<file path="src/rtl/mips_multicycle_ctrl.sv">
// -----------------------------------------------------------------------------
// mips_multicycle_ctrl
// Moore control FSM for the multicycle MIPS datapath. One ALU, one unified
// memory and one register file are shared across cycles. The FSM decodes the
// held opcode and sequences the datapath enables and mux selects. It stalls on
// the memory-ready handshake and pulses Retire once per completed instruction.
//
// Ports:
//   ClkIn      in   system clock, rising edge
//   Rst        in   synchronous active-high reset
//   Opcode     in   IR[31:26] of the held instruction
//   Zero       in   ALU zero flag, used in BRANCH
//   MemReady   in   completes the pending memory read or write this cycle
//   PCEn       out  PC load enable
//   IorD       out  memory address select (0 = PC, 1 = ALUOut)
//   MemRead    out  memory read request
//   MemWrite   out  memory write request
//   IRWrite    out  instruction register load
//   RegDst     out  write register select (1 = rd, 0 = rt)
//   MemtoReg   out  write data select (1 = MDR, 0 = ALUOut)
//   RegWrite   out  register file write
//   ALUSrcA    out  ALU A select (0 = PC, 1 = A)
//   ALUSrcB    out  ALU B select (00 B, 01 4, 10 SignImm, 11 SignImm<<2)
//   ALUOp      out  00 add, 01 sub, 10 decode funct
//   PCSource   out  00 ALU, 01 ALUOut, 10 jump target
//   Retire     out  one-cycle pulse per completed instruction
//   IllegalOp  out  one-cycle pulse in DECODE on an unsupported opcode
//   RetireCnt  out  wrapping count of retired instructions
//   State      out  current state encoding, for debug
// -----------------------------------------------------------------------------
module mips_multicycle_ctrl #(
  parameter int unsigned STATE_W      = 4,
  parameter int unsigned RETIRE_CNT_W = 32
) (
  input  logic                    ClkIn,
  input  logic                    Rst,
  input  logic [5:0]              Opcode,
  input  logic                    Zero,
  input  logic                    MemReady,
  output logic                    PCEn,
  output logic                    IorD,
  output logic                    MemRead,
  output logic                    MemWrite,
  output logic                    IRWrite,
  output logic                    RegDst,
  output logic                    MemtoReg,
  output logic                    RegWrite,
  output logic                    ALUSrcA,
  output logic [1:0]              ALUSrcB,
  output logic [1:0]              ALUOp,
  output logic [1:0]              PCSource,
  output logic                    Retire,
  output logic                    IllegalOp,
  output logic [RETIRE_CNT_W-1:0] RetireCnt,
  output logic [STATE_W-1:0]      State
);

  localparam logic [5:0] OP_LW   = 6'b100011;
  localparam logic [5:0] OP_SW   = 6'b101011;
  localparam logic [5:0] OP_RTYP = 6'b000000;
  localparam logic [5:0] OP_BEQ  = 6'b000100;
  localparam logic [5:0] OP_J    = 6'b000010;
  localparam logic [5:0] OP_ADDI = 6'b001000;

  localparam logic [1:0] SRCB_B      = 2'b00;
  localparam logic [1:0] SRCB_FOUR   = 2'b01;
  localparam logic [1:0] SRCB_IMM    = 2'b10;
  localparam logic [1:0] SRCB_IMMSH  = 2'b11;

  localparam logic [1:0] ALUOP_ADD   = 2'b00;
  localparam logic [1:0] ALUOP_SUB   = 2'b01;
  localparam logic [1:0] ALUOP_FUNCT = 2'b10;

  localparam logic [1:0] PCSRC_ALU    = 2'b00;
  localparam logic [1:0] PCSRC_ALUOUT = 2'b01;
  localparam logic [1:0] PCSRC_JUMP   = 2'b10;

  typedef enum logic [3:0] {
    S_FETCH  = 4'd0,
    S_DECODE = 4'd1,
    S_MEMADR = 4'd2,
    S_MEMRD  = 4'd3,
    S_MEMWB  = 4'd4,
    S_MEMWR  = 4'd5,
    S_EXEC   = 4'd6,
    S_ALUWB  = 4'd7,
    S_BRANCH = 4'd8,
    S_JUMP   = 4'd9,
    S_ADDIEX = 4'd10,
    S_ADDIWB = 4'd11
  } state_t;

  state_t                  r_state;
  state_t                  w_next;
  state_t                  w_dec_state;
  logic [RETIRE_CNT_W-1:0] r_retire_cnt;

  // State register and retired-instruction counter
  always_ff @(posedge ClkIn) begin
    if (Rst) begin
      r_state      <= S_FETCH;
      r_retire_cnt <= '0;
    end else begin
      r_state <= w_next;
      if (Retire) begin
        r_retire_cnt <= r_retire_cnt + RETIRE_CNT_W'(1);
      end
    end
  end

  // Next-state and per-state datapath control decode
  always_comb begin
    PCEn      = 1'b0;
    IorD      = 1'b0;
    MemRead   = 1'b0;
    MemWrite  = 1'b0;
    IRWrite   = 1'b0;
    RegDst    = 1'b0;
    MemtoReg  = 1'b0;
    RegWrite  = 1'b0;
    ALUSrcA   = 1'b0;
    ALUSrcB   = SRCB_B;
    ALUOp     = ALUOP_ADD;
    PCSource  = PCSRC_ALU;
    Retire    = 1'b0;
    IllegalOp = 1'b0;
    w_next    = S_FETCH;

    // During reset the outputs show FETCH values; strobes are masked below
    w_dec_state = Rst ? S_FETCH : r_state;

    case (w_dec_state)
      S_FETCH: begin
        MemRead  = 1'b1;
        ALUSrcB  = SRCB_FOUR;
        IRWrite  = MemReady;
        PCEn     = MemReady;
        w_next   = MemReady ? S_DECODE : S_FETCH;
      end
      S_DECODE: begin
        ALUSrcB = SRCB_IMMSH;
        case (Opcode)
          OP_LW, OP_SW: w_next = S_MEMADR;
          OP_RTYP:      w_next = S_EXEC;
          OP_BEQ:       w_next = S_BRANCH;
          OP_J:         w_next = S_JUMP;
          OP_ADDI:      w_next = S_ADDIEX;
          default: begin
            IllegalOp = 1'b1;
            w_next    = S_FETCH;
          end
        endcase
      end
      S_MEMADR: begin
        ALUSrcA = 1'b1;
        ALUSrcB = SRCB_IMM;
        w_next  = (Opcode == OP_LW) ? S_MEMRD : S_MEMWR;
      end
      S_MEMRD: begin
        IorD    = 1'b1;
        MemRead = 1'b1;
        w_next  = MemReady ? S_MEMWB : S_MEMRD;
      end
      S_MEMWB: begin
        MemtoReg = 1'b1;
        RegWrite = 1'b1;
        Retire   = 1'b1;
      end
      S_MEMWR: begin
        // A store retires on the cycle memory accepts it
        IorD     = 1'b1;
        MemWrite = 1'b1;
        Retire   = MemReady;
        w_next   = MemReady ? S_FETCH : S_MEMWR;
      end
      S_EXEC: begin
        ALUSrcA = 1'b1;
        ALUSrcB = SRCB_B;
        ALUOp   = ALUOP_FUNCT;
        w_next  = S_ALUWB;
      end
      S_ALUWB: begin
        RegDst   = 1'b1;
        RegWrite = 1'b1;
        Retire   = 1'b1;
      end
      S_BRANCH: begin
        ALUSrcA  = 1'b1;
        ALUSrcB  = SRCB_B;
        ALUOp    = ALUOP_SUB;
        PCSource = PCSRC_ALUOUT;
        PCEn     = Zero;
        Retire   = 1'b1;
      end
      S_JUMP: begin
        PCSource = PCSRC_JUMP;
        PCEn     = 1'b1;
        Retire   = 1'b1;
      end
      S_ADDIEX: begin
        ALUSrcA = 1'b1;
        ALUSrcB = SRCB_IMM;
        w_next  = S_ADDIWB;
      end
      S_ADDIWB: begin
        RegWrite = 1'b1;
        Retire   = 1'b1;
      end
      default: begin
        w_next = S_FETCH;
      end
    endcase

    // Reset abandons the instruction: no writes, requests or retire
    if (Rst) begin
      PCEn      = 1'b0;
      MemRead   = 1'b0;
      MemWrite  = 1'b0;
      IRWrite   = 1'b0;
      RegWrite  = 1'b0;
      Retire    = 1'b0;
      IllegalOp = 1'b0;
      w_next    = S_FETCH;
    end
  end

  assign RetireCnt = r_retire_cnt;
  assign State     = STATE_W'(r_state);

endmodule
</file>
<file path="config.mk">
export PLATFORM = sky130hd
export DESIGN_NAME = mips_multicycle_ctrl
export DESIGN_NICKNAME = d
export VERILOG_FILES = /design/src/rtl/mips_multicycle_ctrl.sv
export SDC_FILE = /design/constraint.sdc
export NUM_CORES = 1
export LEC_CHECK = 0
export ABC_AREA = 1
export BUFFER_PORTS_ARGS = -buffer_cell sky130_fd_sc_hd__buf_2
export CAP_MARGIN = 20
export CORE_MARGIN = 2
export CORE_UTILIZATION = 60
export CTS_BUF_LIST = sky130_fd_sc_hd__clkbuf_4 sky130_fd_sc_hd__clkbuf_8
export DETAILED_ROUTE_END_ITERATION = 6
export PLACE_DENSITY = 0.95
export SETUP_SLACK_MARGIN = 0.15
export SKIP_LAST_GASP = 1
export SYNTH_ARGS = -nofsm -noshare
export SYNTH_HDL_FRONTEND = slang
export SYNTH_SLANG_ARGS = --single-unit
export TNS_END_PERCENT = 50
</file>
<file path="constraint.sdc">
create_clock -name ClkIn -period 3.8 [get_ports ClkIn]
set_input_delay 0.76 -clock ClkIn [delete_from_list [all_inputs] [get_ports ClkIn]]
set_output_delay 0.76 -clock ClkIn [all_outputs]
set_load 0.005 [all_outputs]
</file>
==> impl_metrics.csv <==
group,metric,value,unit
run_status,outcome,"finished clean",
drt,ant_nets,0,
timing,fin_crit_sh,75.9,%
timing,min_period,2.89,ns
critical_path,worstSetupPathType,"in -> out",
clock_network,cts_resized,0,
layout,design_area,3110,um^2
placed_design,place_area,3010,um^2
floorplan,start_util,62.6,%
timing,relSlewSlack,55.4,%
critical_path,critPathRequiredTime,3.04,ns
worst_hold_path,holdCritPathClass,"reg -> reg",
floorplan,dieArea,5100,um^2
placed_design,port_buffers,62,
drt,post_drt_wl_per_cell,12.8,um
grt,grt_first_pass_wirelength,12000,um
logic_synthesis,syn-num-nets,460,
power,power_density,231,nW/um^2
layout,syn_to_final_growth,14.0,%
timing,report.final.slew_viol_count,0,
drt,num_vias,3028,
grt,antenna_found_initial,0,
timing,worstMarginPinSlew,0.667,ns
logic_synthesis,synth.cell_area,2730,um^2
drt,first_pass_iters,5,
layout,final_cell_mix,"nand2_1, nor2_1, buf_2, inv_1, dfxtp_1",
critical_path,end_kind,"output pin",
run,maxCapViolations,0,
timing,tns,0,ns
timing,setup_violations,0,
critical_path,crit_path_max_fanout,34,
drt,vias_per_cell,5.41,
timing,clock-skew-final,0.00679,ns
layout,postLayoutCoreUtil,71.4,%
grt,grt_max_degree,35,
layout,final_nets,519,
placed_design,post-place-ws,0.930,ns
critical_path,critPathArrivalTime,2.13,ns
drt,drt-initial-drc-count,275,
logic_synthesis,synth.avg_cell_area,6.07,um^2
floorplan,num_io_pins,63,
clock_network,clockBufferDepth,2,
drt,drc_errors,0,
floorplan,rows,24,
layout,layout_commonest_cell,"nand2_1",
clock_network,path_clk_slew,0.07,ns
layout,drive_gt1_share,23.6,%
power,power,0.719,mW
logic_synthesis,netlist_instances,449,
logic_synthesis,synth_top_area_cell,"dfxtp_1",
placed_design,gp_congestion,0.953,
clock_network,cts_hold_buf,0,
floorplan,core,4350,um^2
clock_network,cts-root-buf,"clkbuf_8",
layout,antennaDiodeCount,0,
clock_network,clock_latency,0.29,ns
power,p_leak,1.33,nW
timing,fmax,347,MHz
floorplan,die_w,71.4,um
grt,grt_pass1_vias,2754,
logic_synthesis,ys_warn_count,0,
clock_network,htreeDepth,2,
timing,hold_viol,0,
grt,grt-ovfl-total,0,
clock_network,postCtsSetupBuffers,0,
logic_synthesis,ys_seq_area_share,26.4,%
floorplan,die_h,71.4,um
timing,setup_slack,0.914,ns
placed_design,hpwl,5330,um
timing,rsz0062_at_grt,"false",
logic_synthesis,synth_top_cell_area_share,26.4,%
critical_path,critPathLaunchType,"input port",
clock_network,cts_buffers,5,
power,max-vdd-ir-drop,0.000167,V
logic_synthesis,synthTopCellsByArea,"dfxtp_1, nand2_1, nor2_1",
grt,grt_usage,29.1,%
clock_network,cts_tree,"done",
logic_synthesis,synth-seq-cells,36,
clock_network,clkSinkCount,36,
logic_synthesis,yosys.cell_types.count,36,
drt,totalWireLength,7190,um
metrics by stage:
step	cells	hold WS [ns]
4_1_cts	560	0.497
5_1_grt	560	0.545
2_1_floorplan	449	0.484
3_3_place_gp	553	0.482
6_report	560	0.498
3_5_place_dp	553	0.485
synthesized netlist by cell type, drive strengths merged:
cell type / count
a21oi: 33
buf: 8
o211ai: 1
inv: 42
a31oi: 1
o2111ai: 1
o21ai: 10
nand2: 191
ha: 1
xor2: 5
nand4: 4
dfxtp: 36
nand3b: 2
nor3: 5
nand3: 23
clkbuf: 3
nor2: 74
nand2b: 1
xnor2: 7
nor4: 1
critical path, stage by stage:
cell,delay (ns)
buf_2,0.12
inv_4,0.17
nand2_8,0.09
nor2_4,0.09
nand2_2,0.09
o21ai_4,0.18
inv_2,0.06
nand2_4,0.37
buf_2,0.20
worst paths after layout:
kind	cells past startpoint	to	slack, ns	from
setup reg to reg	8	RetireCnt[16]	1.84	State[3]
setup / recovery	9	Retire	0.91	Rst
hold reg to reg	2	RetireCnt[31]	0.50	RetireCnt[31]
hold / removal	2	RetireCnt[31]	0.50	RetireCnt[31]
area by class of cell:
| class | count | area (um^2) |
|---|---|---|
| multi-input combinational | 360 | 1750 |
| fill | 365 | 1250 |
| sequential | 36 | 721 |
| timing repair buffer | 63 | 318 |
| inverter | 42 | 160 |
| clock buffer | 7 | 96.3 |
| tap | 52 | 65.1 |
routing by layer:
metal | part of all wire, % | routed length (um) | GRT usage [%] | vias up
met2 | 49 | 3490 | 50.2 | 123
li1 | - | - | - | 1519
met5 | 0 | 0 | 0 | -
met4 | 2.5 | 182 | 10.5 | 0
met3 | 6.0 | 433 | 4.92 | 18
met1 | 43 | 3080 | 36.6 | 1368
registers in the layout, summed over array words and instances, names as in the netlist:
signal / count
State: 4
RetireCnt: 32
logic make-up (layout without fill, tap and decap cells):
group / count (synthesis) / in the layout / synth area share (%)
flip-flops: 36 / 36 / 26.4
XOR/XNOR: 12 / 12 / 3.85
AO/OA/AOI/OAI: 46 / 46 / 11.9
adder cells (fa/ha/maj): 1 / 1 / 0.459
buffers and inverters: 53 / 112 / 9.45
AND/OR/NAND/NOR: 301 / 301 / 47.9
power breakdown:
group | switching (mW) | internal (mW)
registers | 0.00244 | 0.378
logic | 0.0279 | 0.0132
clock network | 0.136 | 0.162
total | 0.166 | 0.553
Note: power is estimated with default switching activity, not from simulation.
